===== config.mk =====
export PLATFORM = sky130hd
export DESIGN_NAME = prob_seq_bool_lut_flat
export DESIGN_NICKNAME = d
export VERILOG_FILES = /design/src/rtl/prob_seq_bool_lut_if.sv /design/src/rtl/prob_seq_bool_lut.sv /design/src/flat_wrapper.sv
export SDC_FILE = /design/constraint.sdc
export NUM_CORES = 1
export LEC_CHECK = 0
export ABC_AREA = 1
export CAP_MARGIN = 20
export CORE_MARGIN = 2
export CORE_UTILIZATION = 35
export DETAILED_ROUTE_END_ITERATION = 12
export GPL_TIMING_DRIVEN = 0
export PLACE_DENSITY = 0.64
export SYNTH_ARGS = -nofsm -noshare
export SYNTH_HDL_FRONTEND = slang
export SYNTH_SLANG_ARGS = --single-unit

===== constraint.sdc =====
create_clock -name clk -period 1.6 [get_ports clk]
set_clock_uncertainty 0.05 [all_clocks]
set_input_delay 0.32 -clock clk [delete_from_list [all_inputs] [get_ports clk]]
set_output_delay 0.32 -clock clk [all_outputs]
set_load 0.005 [all_outputs]

===== src/rtl/prob_seq_bool_lut_if.sv =====
//----------------------------------------------------------------------------
// prob_seq_bool_lut_if : config, input and result handshakes of the LUT block
// Rev 1.0
//----------------------------------------------------------------------------
`default_nettype none

interface prob_seq_bool_lut_if #(
  parameter int NINPUTS = 2
);
  logic               cfg_start;
  logic               cfg_val;
  logic               cfg_bit;
  logic               busy;
  logic               in_val;
  logic               in_rdy;
  logic [NINPUTS-1:0] in_x;
  logic               out_val;
  logic               out_rdy;
  logic               out_f;

  modport master (
    output cfg_start, cfg_val, cfg_bit, in_val, in_x, out_rdy,
    input  busy, in_rdy, out_val, out_f
  );

  modport slave (
    input  cfg_start, cfg_val, cfg_bit, in_val, in_x, out_rdy,
    output busy, in_rdy, out_val, out_f
  );
endinterface

`default_nettype wire


===== src/rtl/prob_seq_bool_lut.sv =====
//----------------------------------------------------------------------------
// prob_seq_bool_lut : serially loaded truth table, one-stage val/rdy evaluator
// Rev 1.0
//----------------------------------------------------------------------------
`default_nettype none

module prob_seq_bool_lut #(
  parameter int                    NINPUTS     = 2,
  parameter logic [2**NINPUTS-1:0] RESET_TABLE = {1'b0, {(2**NINPUTS-1){1'b1}}}
) (
  input  wire logic             clk,
  input  wire logic             reset,
  prob_seq_bool_lut_if.slave    bus
);

  localparam int                 c_DEPTH    = 2**NINPUTS;
  localparam logic [NINPUTS:0]   c_LAST_IDX = (NINPUTS+1)'(c_DEPTH - 1);
  localparam logic [NINPUTS:0]   c_CNT_ONE  = (NINPUTS+1)'(1);

  localparam logic [0:0] S_RUN  = 1'b0;
  localparam logic [0:0] S_LOAD = 1'b1;

  logic [0:0]         state_q,  state_d;
  logic [NINPUTS:0]   cnt_q,    cnt_d;
  logic [c_DEPTH-1:0] shadow_q, shadow_d;
  logic [c_DEPTH-1:0] active_q, active_d;
  logic               out_val_q, out_val_d;
  logic               out_f_q,   out_f_d;

  logic               w_in_rdy;
  logic               w_busy;
  logic               w_accept;

  // State register: FSM state plus the table storage it governs
  always_ff @(posedge clk or posedge reset) begin
    if (reset) begin
      state_q  <= S_RUN;
      cnt_q    <= '0;
      shadow_q <= '0;
      active_q <= RESET_TABLE;
    end else begin
      state_q  <= state_d;
      cnt_q    <= cnt_d;
      shadow_q <= shadow_d;
      active_q <= active_d;
    end
  end

  // Next-state logic
  always_comb begin
    state_d  = state_q;
    cnt_d    = cnt_q;
    shadow_d = shadow_q;
    active_d = active_q;
    case (state_q)
      S_RUN: begin
        if (bus.cfg_start) begin
          state_d  = S_LOAD;
          cnt_d    = '0;
          shadow_d = '0;
        end
      end
      S_LOAD: begin
        if (bus.cfg_start) begin
          cnt_d    = '0;
          shadow_d = '0;
        end else if (bus.cfg_val) begin
          shadow_d[cnt_q[NINPUTS-1:0]] = bus.cfg_bit;
          cnt_d                        = cnt_q + c_CNT_ONE;
          // Final bit commits the whole shadow, including itself, this edge
          if (cnt_q == c_LAST_IDX) begin
            active_d = shadow_d;
            state_d  = S_RUN;
          end
        end
      end
      default: begin
        state_d = S_RUN;
        cnt_d   = '0;
      end
    endcase
  end

  // Output logic
  always_comb begin
    w_busy   = (state_q == S_LOAD);
    w_in_rdy = (state_q == S_RUN) && (!out_val_q || bus.out_rdy);
    w_accept = bus.in_val && w_in_rdy;
  end

  always_comb begin
    out_val_d = out_val_q;
    out_f_d   = out_f_q;
    if (w_accept) begin
      out_val_d = 1'b1;
      out_f_d   = active_q[bus.in_x];
    end else if (bus.out_rdy) begin
      out_val_d = 1'b0;
    end
  end

  always_ff @(posedge clk or posedge reset) begin
    if (reset) begin
      out_val_q <= 1'b0;
      out_f_q   <= 1'b0;
    end else begin
      out_val_q <= out_val_d;
      out_f_q   <= out_f_d;
    end
  end

  assign bus.busy    = w_busy;
  assign bus.in_rdy  = w_in_rdy;
  assign bus.out_val = out_val_q;
  assign bus.out_f   = out_f_q;

endmodule

`default_nettype wire


===== src/flat_wrapper.sv =====
// flat-port wrapper written by rule: the top's interface ports become plain ports
module prob_seq_bool_lut_flat 
#(
  parameter int                    NINPUTS     = 2,
  parameter logic [2**NINPUTS-1:0] RESET_TABLE = {1'b0, {(2**NINPUTS-1){1'b1}}}
)
  (clk, reset, bus_cfg_start, bus_cfg_val, bus_cfg_bit, bus_in_val, bus_in_x, bus_out_rdy, bus_busy, bus_in_rdy, bus_out_val, bus_out_f);
  prob_seq_bool_lut_if #(.NINPUTS(NINPUTS)) bus_i ();
  input  wire logic clk;
  input  wire logic reset;
  input wire logic [$bits(bus_i.cfg_start)-1:0] bus_cfg_start;
  input wire logic [$bits(bus_i.cfg_val)-1:0] bus_cfg_val;
  input wire logic [$bits(bus_i.cfg_bit)-1:0] bus_cfg_bit;
  input wire logic [$bits(bus_i.in_val)-1:0] bus_in_val;
  input wire logic [$bits(bus_i.in_x)-1:0] bus_in_x;
  input wire logic [$bits(bus_i.out_rdy)-1:0] bus_out_rdy;
  output wire logic [$bits(bus_i.busy)-1:0] bus_busy;
  output wire logic [$bits(bus_i.in_rdy)-1:0] bus_in_rdy;
  output wire logic [$bits(bus_i.out_val)-1:0] bus_out_val;
  output wire logic [$bits(bus_i.out_f)-1:0] bus_out_f;
  assign bus_i.cfg_start = bus_cfg_start;
  assign bus_i.cfg_val = bus_cfg_val;
  assign bus_i.cfg_bit = bus_cfg_bit;
  assign bus_i.in_val = bus_in_val;
  assign bus_i.in_x = bus_in_x;
  assign bus_i.out_rdy = bus_out_rdy;
  assign bus_busy = bus_i.busy;
  assign bus_in_rdy = bus_i.in_rdy;
  assign bus_out_val = bus_i.out_val;
  assign bus_out_f = bus_i.out_f;
  prob_seq_bool_lut #(.NINPUTS(NINPUTS), .RESET_TABLE(RESET_TABLE)) u_core (.clk(clk), .reset(reset), .bus(bus_i));
endmodule

==> impl.org <==
** Run status
- The flow ran to the end, and the final reports show no timing, DRC or antenna violations.

** Worst setup path
- CP Data Arrival Time :: 1170 ps
- Delay of the slowest critical-path stage :: 510 ps
- CP max FO :: 3
- Critical path, cell by cell :: clkdlybuf4s50_1
- Category of the critical setup timing path :: flop to primary output
- Among all stages on the critical path, the largest delay is contributed by sky130_fd_sc_hd__clkdlybuf4s50_1.
- In this design, the largest share of critical-path delay is due to buffers and inverters.
- Data on the critical path is required at its endpoint by 1230 ps.
- Counting both buffers and inverters, the worst setup path holds a total of 1.
- Critical Path Sink Type :: primary output
- The worst setup path is launched from a flop.

** Clock tree
- CTS placed an instance of sky130_fd_sc_hd__clkbuf_4 at the clock tree root.
- TritonCTS clock tree :: done
- Number of levels the H-tree was split into :: 1
- At the later pin of the worst-skew pair, clock insertion delay measures 280 ps.
- Maximum root-to-sink buffer count :: 2
- Clock-pin slew reported for the worst setup and hold paths after clock tree synthesis :: 80 ps
- Hold buffer count at CTS :: 0
- Number of sinks driven by the clock tree :: 14
- Counting the buffers created by CTS gives 3.

** Synthesis
- Yosys Warn Count :: 0
- Synthesized net count :: 103
- Number of register bits inferred by synthesis :: 14
- Number of enable flip-flop cells after synthesis :: 0
- Distinct cell type count of the synthesized netlist :: 16
- Count of mapped cells out of synthesis :: 89
- Post-Synthesis Mean Instance Area :: 8.15 µm²
- For this run, the register share of the synthesized area comes to 0.488.
- After synthesis the cells add up to 726 µm².
- Among all flip-flop cells after synthesis, the most frequent one is sky130_fd_sc_hd__dfrtp_1.
- Fraction of registers with async set/reset :: 1.00

** Floorplanning
- The initial utilization of the core area, before any placement, comes to 0.370.
- Area enclosed by the die boundary :: 2450 µm²
- The die is 49.5 µm tall.
- The floorplan step defined a core boundary enclosing 1960 µm².
- Row cnt :: 16
- During I/O placement, the number of pins put on the boundary was 13.
- The floorplan step set the die width to 49.5 µm.

** Timing
- Final worst-path cycle share :: 0.961
- For the pin with the worst max-slew slack, the measured transition is 519 ps.
- Maximum clock frequency :: 650 MHz
- The smallest clock period supported by the final layout is computed as 1540 ps.
- Final WS setup :: 62.5 ps
- On the final layout, the worst hold slack is 313 ps.
- Remaining max-slew budget at the tightest pin :: 0.654
- RSZ-0062 raised after global routing :: false
- The final number of hold-violating endpoints was 0.
- The final number of max-transition violations came to 0.
- Setup violations remaining at the end of the flow were counted as 0.

** Global routing
- The first global-routing pass estimated 2300 µm of wire.
- The number of global-route vias before repair was 572.
- Pin count of the biggest net entering global routing :: 15
- GR Overflow Total :: 0
- Number of antenna violations at the first check in global routing :: 0
- For this run, the total global-route usage over all layers was measured as 0.121.

** Detailed routing
- For this run, design rule violations remaining after detail routing come to 0.
- Final Routed Wirelength :: 1370 µm
- DR iter-0 viols :: 0
- For this run, the detailed router's first-pass iteration total came to 1.
- After detailed routing, the average wire length per cell comes to 10.1 µm.
- Post-detailed-route count of antenna-violating nets :: 0
- The routed layout has 571 vias.
- Per-cell via count in the routed design :: 4.20

** Place
- Detailed placement finished with a half-perimeter wire length of 956 µm.
- The congestion estimate from routability-driven global placement came to 0.732.
- In this run the tool buffered the top-level ports with 12 buffer cells.
- After detailed placement, the total cell area comes to 880 µm².
- At the placement stage, the worst setup path has a slack of -256 ps.

** Power
- Internal power comes to 627 µW.
- Of the total power, combinational logic draws 0.188.
- Total net switching power :: 212 µW
- Clk pwr share :: 0.298
- Largest voltage drop on the vdd net :: 0.677 mV
- Static power due to leakage :: 0.455 nW
- Sequential share of power :: 0.514
- For this design the ratio of total power to cell area is 886 nW/µm².
- Of the total power, the share spent switching nets is 0.253.
- The completed layout was analyzed and its total power is 839 µW.

** Final layout
- From synthesis to final layout, the design area changed by 30.3%.
- Once layout is done, the placed cells without fillers occupy 946 µm².
- Most common cell after layout, fill and taps aside :: sky130_fd_sc_hd__nand2_1
- Share of cells above drive strength 1 :: 0.174
- Final Core Density :: 0.482
- The number of antenna diodes in the final layout is 0.
- In the final design database the tool counted 124 nets.
- In the layout the commonest cells are sky130_fd_sc_hd__nand2_1, sky130_fd_sc_hd__inv_1, sky130_fd_sc_hd__o21ai_0.

** Hold path
- Worst min-delay path category :: input port to asynchronous set/reset pin

** Flow run
- Total of max-cap violations :: 0
layout make-up:
class / instances / area (µm²)
fill: 209 / 1020
sequential: 14 / 354
multi-input combinational: 54 / 298
timing repair buffer: 16 / 145
inverter: 21 / 78.8
clock buffer: 4 / 36.3
tap: 27 / 33.8
state kept, by name, indices dropped and copies added, names as in the netlist:
register / flops
u_core.shadow_q: 4
u_core.bus.out_f: 1
u_core.active_q: 4
u_core.bus.busy: 1
u_core.cnt_q: 3
u_core.bus.out_val: 1
synth_stat cells (2+ instances only):
cell / instances / area share
sky130_fd_sc_hd__dfstp_2: 3 / 0.11
sky130_fd_sc_hd__dfrtp_1: 11 / 0.38
sky130_fd_sc_hd__nor2_1: 2 / 0.010
sky130_fd_sc_hd__inv_2: 2 / 0.010
sky130_fd_sc_hd__inv_1: 19 / 0.098
sky130_fd_sc_hd__nand2_1: 23 / 0.12
sky130_fd_sc_hd__o21ai_0: 14 / 0.097
sky130_fd_sc_hd__nor3_1: 2 / 0.014
sky130_fd_sc_hd__ha_1: 5 / 0.086
sky130_fd_sc_hd__nand3_1: 2 / 0.014
metrics by stage:
| stage | instances | TNS (ps) |
|---|---|---|
| global route | 136 | 0 |
| detailed placement | 128 | -256 |
| finish | 136 | 0 |
| CTS | 133 | 0 |
| global placement | 128 | -237 |
| floorplan | 89 | 0 |
power groups by stage:
stage	Clock (mW)	Sequential, mW	Combinational, mW
floorplan	0	0.437	0.0898
global placement	0	0.436	0.153
detailed placement	0	0.438	0.156
CTS	0.264	0.430	0.158
global route	0.277	0.436	0.183
finish	0.250	0.431	0.157
routing by layer:
| metal | vias up | share of wire | track usage |
|---|---|---|---|
| met1 | 243 | 0.48 | 0.154 |
| met4 | 0 | 0.0080 | 0.0278 |
| met5 | - | 0 | 0 |
| met3 | 3 | 0.048 | 0.0576 |
| li1 | 315 | - | - |
| met2 | 10 | 0.46 | 0.184 |
worst paths after layout:
path	start	end	slack, ps	cells after the start
max	u_core.bus.busy$_DFF_PP0_	bus_busy	60	1
min	reset	u_core.bus.busy$_DFF_PP0_	310	2
max reg2reg	u_core.cnt_q[0]$_DFFE_PP0P_	u_core.active_q[3]$_DFFE_PP0P_	330	6
min reg2reg	u_core.bus.out_f$_DFFE_PP0P_	u_core.bus.out_f$_DFFE_PP0P_	440	2
max in group asynchronous	reset	u_core.active_q[1]$_DFFE_PP1P_	830	2
min in group clk	u_core.bus.out_f$_DFFE_PP0P_	u_core.bus.out_f$_DFFE_PP0P_	440	2
logic make-up after synthesis:
family | after synthesis | synth area share
AO/OA/AOI/OAI | 18 | 0.131
adder cells (fa/ha/maj) | 5 | 0.0862
buffers and inverters | 21 | 0.109
flip-flops | 14 | 0.488
AND/OR/NAND/NOR | 31 | 0.186
repair_timing:
item | CTS | global route
pin swaps | 0 | 1
buffers inserted | 1 | 3
gates resized for setup | 1 | 4
endpoints found under the hold margin | 0 | 0
setup endpoints to repair | 2 | 2
No activity file was read; power rests on OpenSTA's default activity.
==> edit 1 (same flow settings) <==
`NINPUTS` is set to 2 in 3 places; all go to 1.
--- a/src/rtl/prob_seq_bool_lut_if.sv
+++ b/src/rtl/prob_seq_bool_lut_if.sv
@@ -5,7 +5,7 @@
 `default_nettype none
 
 interface prob_seq_bool_lut_if #(
-  parameter int NINPUTS = 2
+  parameter int NINPUTS = 1
 );
   logic               cfg_start;
   logic               cfg_val;
--- a/src/rtl/prob_seq_bool_lut.sv
+++ b/src/rtl/prob_seq_bool_lut.sv
@@ -5,7 +5,7 @@
 `default_nettype none
 
 module prob_seq_bool_lut #(
-  parameter int                    NINPUTS     = 2,
+  parameter int                    NINPUTS     = 1,
   parameter logic [2**NINPUTS-1:0] RESET_TABLE = {1'b0, {(2**NINPUTS-1){1'b1}}}
 ) (
   input  wire logic             clk,
--- a/src/flat_wrapper.sv
+++ b/src/flat_wrapper.sv
@@ -1,7 +1,7 @@
 // flat-port wrapper written by rule: the top's interface ports become plain ports
 module prob_seq_bool_lut_flat 
 #(
-  parameter int                    NINPUTS     = 2,
+  parameter int                    NINPUTS     = 1,
   parameter logic [2**NINPUTS-1:0] RESET_TABLE = {1'b0, {(2**NINPUTS-1){1'b1}}}
 )
   (clk, reset, bus_cfg_start, bus_cfg_val, bus_cfg_bit, bus_in_val, bus_in_x, bus_out_rdy, bus_busy, bus_in_rdy, bus_out_val, bus_out_f);
Interface: changed (resized bus_in_x); port bits go from 13 to 12. No check against the original RTL was run, so the function may have changed too.
==> edit 1 against the unedited design <==
Core utilization up 4.1 points; critical path depth is the same; sequential cell count decreased by 5; routed wire length down 40%; worst setup slack improved by 0.021 ns; power is 28% lower; sequential share of layout area rose by 1.2 points; synthesized cell count decreased by 37%; cell area is 38% lower; area after synthesis is 41% lower; critical endpoint is now bus_out_val.
==> edit 1: results <==
export IMPL_status="completed"
export IMPL_buf_share_pct=19.11
export IMPL_drt_iter0_markers=9
export IMPL_reg2reg_to="u_core.cnt_q[0]"
export IMPL_rr_worst_depth=4
export IMPL_dp_slack_ns=-0.2826
export IMPL_placed_cell_area_sq_um=555.5
export IMPL_slew_headroom_pct=76.91
export IMPL_wl_per_cell_um=9.605
export IMPL_path_clk_slew_ns=0.06
export IMPL_track_usage_pct=15.27
export IMPL_seqCellArea_sq_um=227.7
export IMPL_portBuffers=11
export IMPL_avgViaCountPerCell=4.512
export IMPL_n_all_buffers=12
export IMPL_grt_pass1_vias=336
export IMPL_syn_area_per_cell_sq_um=7.641
export IMPL_synthAdderAreaFrac_pct=2.924
export IMPL_holdWs_ns=0.2621
export IMPL_yosys_top_cells_area="dfrtp_1 (47%), nand2_1 (24%), dfstp_2 (6.1%), inv_1 (6.1%), a21oi_1 (3.5%)"
export IMPL_grt_start_max_net_pins=10
export IMPL_hpwlAfterDp_um=607.9
export IMPL_ys_top_cells_by_count="nand2_1 (27), dfrtp_1 (8), inv_1 (7)"
export IMPL_rrSetupSlack_ns=0.44
export IMPL_routed_wl_um=826
export IMPL_multi_input_area_sq_um=178.9
export IMPL_power_leakage_nw=0.3024
export IMPL_inverters=7
export IMPL_multi_input_area_share_pct=30.36
export IMPL_nNetsFinal=82
export IMPL_reg_top3="u_core.active_q (2), u_core.cnt_q (2), u_core.shadow_q (2)"
export IMPL_placed_cells=81
==> edit 1: changes by cell type in the layout (fill, tap and decap cells not counted), moves of 2 or more <==
cell and change:
buf_4 -3, o21ai_0 -11, nor3_1 -2, inv_1 -12, nor2_1 +2, inv_2 -2, dfstp_2 -2, dfrtp_1 -4
ha_1 -4, nand2_1 +4
==> edit 1: metal layers <==
| metal | vias to the layer above | track usage [%] | part of all wire (%) |
|---|---|---|---|
| met3 | 4 | 5.202 | 7.7 |
| met4 | 0 | 15.52 | 4.5 |
| li1 | 204 | - | - |
| met2 | 13 | 22.92 | 44 |
| met1 | 167 | 15.94 | 43 |
| met5 | - | 0 | 0 |
==> edit 1: worst max-delay path by stage <==
stage | depth (start not counted) | to | start
after global placement | 4 | bus_in_rdy | bus_out_rdy
after detailed placement | 4 | bus_in_rdy | bus_out_rdy
after CTS | 1 | bus_busy | u_core.bus.busy
final | 1 | bus_out_val | u_core.bus.out_val
after floorplan | 5 | u_core.active_q[1] | u_core.cnt_q[0]
after global routing | 1 | bus_out_val | u_core.bus.out_val
==> edit 1: cell families (layout without fill, tap and decap cells) <==
family	after synthesis	in the layout
adder cells (fa/ha/maj)	1	1
flip-flops	9	9
AND/OR/NAND/NOR	33	33
buffers and inverters	7	23
AO/OA/AOI/OAI	6	6
==> edit 1: what timing repair did <==
action	CTS	global route
resized for setup	3	2
setup endpoints to repair	2	2
setup buffers	0	1
==> edit 1: power by group through the flow <==
stage / Combinational [mW] / Clock (mW) / Sequential [mW]
2_1_floorplan: 0.0643 / 0 / 0.298
3_3_place_gp: 0.125 / 0 / 0.300
3_5_place_dp: 0.127 / 0 / 0.300
4_1_cts: 0.127 / 0.184 / 0.297
5_1_grt: 0.146 / 0.199 / 0.302
6_report: 0.129 / 0.181 / 0.296
==> edit 2 (config.mk and constraints unchanged) <==
Without the edit above. Reset style: synchronous (`reset`), changed in 2 clocked blocks.
--- a/src/rtl/prob_seq_bool_lut.sv
+++ b/src/rtl/prob_seq_bool_lut.sv
@@ -32,7 +32,7 @@
   logic               w_accept;
 
   // State register: FSM state plus the table storage it governs
-  always_ff @(posedge clk or posedge reset) begin
+  always_ff @(posedge clk) begin
     if (reset) begin
       state_q  <= S_RUN;
       cnt_q    <= '0;
@@ -99,7 +99,7 @@
     end
   end
 
-  always_ff @(posedge clk or posedge reset) begin
+  always_ff @(posedge clk) begin
     if (reset) begin
       out_val_q <= 1'b0;
       out_f_q   <= 1'b0;
Formal check against the unedited RTL: differs if reset is asserted again (counterexample within 4 cycles, from zero or initial values and one cycle with reset high); with reset held inactive, the same outputs for 10 cycles.
==> edit 2 against the unedited design <==
Via count up 9.3%; maximum frequency is essentially flat; worst setup slack gained 0.0014 ns; area after synthesis down 4.0%; die area decreased by 3.7%; routed wire length fell by 7.5%; cell area down 6.2%; sequential cell count unchanged; hold slack better by 0.10 ns; critical path type is now in2out; largest cell class is now multi-input gates; highest routed layer unchanged.
Power is not compared: it rests on default switching activity, and its combinational part moved more than twofold at a synthesized area within 25%.
==> edit 2: results <==
export IMPL_grt_start_max_net_pins=10
export IMPL_startpoint="bus_out_rdy"
export IMPL_arrival_ns=1.17
export IMPL_endpoint="bus_in_rdy"
export IMPL_grt_pass1_wl_um=2139
export IMPL_wl_per_cell_um=8.785
export IMPL_synth_xor_xnor_area_share_pct=0
export IMPL_critPathMaxFanout=2
export IMPL_yosys_top_cells_area="dfxtp_1 (40%), nand2_1 (18%), inv_1 (9.2%), ha_1 (9.0%), a21oi_1 (5.7%)"
export IMPL_cts_setup_buffers=0
export IMPL_clockBufferDepth=2
export IMPL_synthAdderAreaFrac_pct=8.977
export IMPL_avgViaCountPerCell=4.333
export IMPL_finalSetupTns_ns=0
export IMPL_synth_seq_area_share_pct=40.22
export IMPL_dr_pass1_iters=3
export IMPL_hpwlAfterDp_um=979
export IMPL_synth_cell_types=13
export IMPL_grt_pass1_vias=562
export IMPL_holdWs_ns=0.4175
export IMPL_reg2reg_to="u_core.active_q[2]"
export IMPL_clockRootBuffer="clkbuf_4"
export IMPL_syn_nets=115
export IMPL_rr_startpoint="u_core.cnt_q[0]"
export IMPL_ys_top_cells_by_count="nand2_1 (34), inv_1 (17), dfxtp_1 (14)"
export IMPL_status="completed"
export IMPL_tightest_slew_ns=0.5487
export IMPL_rr_worst_depth=6
export IMPL_synth_compound_area_share_pct=10.05
export IMPL_antenna_cells=0
export IMPL_gp_congestion=0.7279
export IMPL_drt_iter0_markers=2
export IMPL_synth_async_reset_ratio_pct=0
export IMPL_track_usage_pct=11.73
export IMPL_n_fill_cell=215
export IMPL_ys_flop_type="dfxtp_1"
export IMPL_drive_gt1_share_pct=6.838
export IMPL_nNetsFinal=132
export IMPL_cts_resized=2
export IMPL_hold_path_class="reg2reg"
==> edit 2: cell types whose count changed after synthesis, sizes merged, moves of 7 or more <==
cell / change
dfxtp: +14
a21oi: +7
dfrtp: -11
o21ai: -10
nand2: +12
==> edit 2: cells by family after synthesis <==
group           Yosys count
simple gates             49
buf+inv                  19
flops                    14
fa+ha+maj                 5
compound gates           14
==> edit 2: layout make-up <==
cell class                      instances  share of cell area, %
Clock buffer                            4                  4.090
Inverter                               19                  8.181
Multi-Input combinational cell         68                  38.79
Sequential cell                        14                  31.73
Tap cell                               27                  3.808
Timing Repair Buffer                   12                  13.40
==> edit 2: metal layers <==
metal / GRT usage [%] / up-vias / part of all wire [%]
li1: - / 349 / -
met1: 12.09 / 263 / 48
met3: 3.395 / 2 / 4.3
met2: 20.78 / 10 / 47
met4: 7.143 / 0 / 0.95
met5: 0 / - / 0
==> edit 2: worst min path at each step <==
stage / start / endpoint / depth (start not counted)
global route: u_core.active_q[3] / u_core.active_q[3] / 2
global placement: u_core.cnt_q[2] / u_core.cnt_q[2] / 2
CTS: u_core.shadow_q[2] / u_core.shadow_q[2] / 2
floorplan: reset / u_core.cnt_q[1] / 1
detailed placement: u_core.shadow_q[2] / u_core.shadow_q[2] / 2
finish: u_core.cnt_q[2] / u_core.cnt_q[2] / 2
==> edit 2: worst max-delay path: stages <==
cell and delay [ns]:
clkdlybuf4s50_1 0.45, inv_1 0.05, a21oi_1 0.10, dlygate4sd2_1 0.24
==> edit 2: metrics by stage <==
stage / instance area (sq um) / cells / setup slack [ns]
floorplan: 696.9 / 101 / 0.4323
global placement: 850.8 / 140 / -0.2006
detailed placement: 850.8 / 140 / -0.2248
CTS: 887.1 / 144 / 0.05246
global route: 887.1 / 144 / 0.01001
finish: 887.1 / 144 / 0.06389
==> edit 2: where the power goes <==
| group | internal (mW) | switching [mW] | leakage (nW) |
|---|---|---|---|
| Combinational | 0.0417 | 0.0366 | 0.285 |
| Sequential | 0.356 | 0.00596 | 0.114 |
| Clock | 0.138 | 0.111 | 0.0210 |
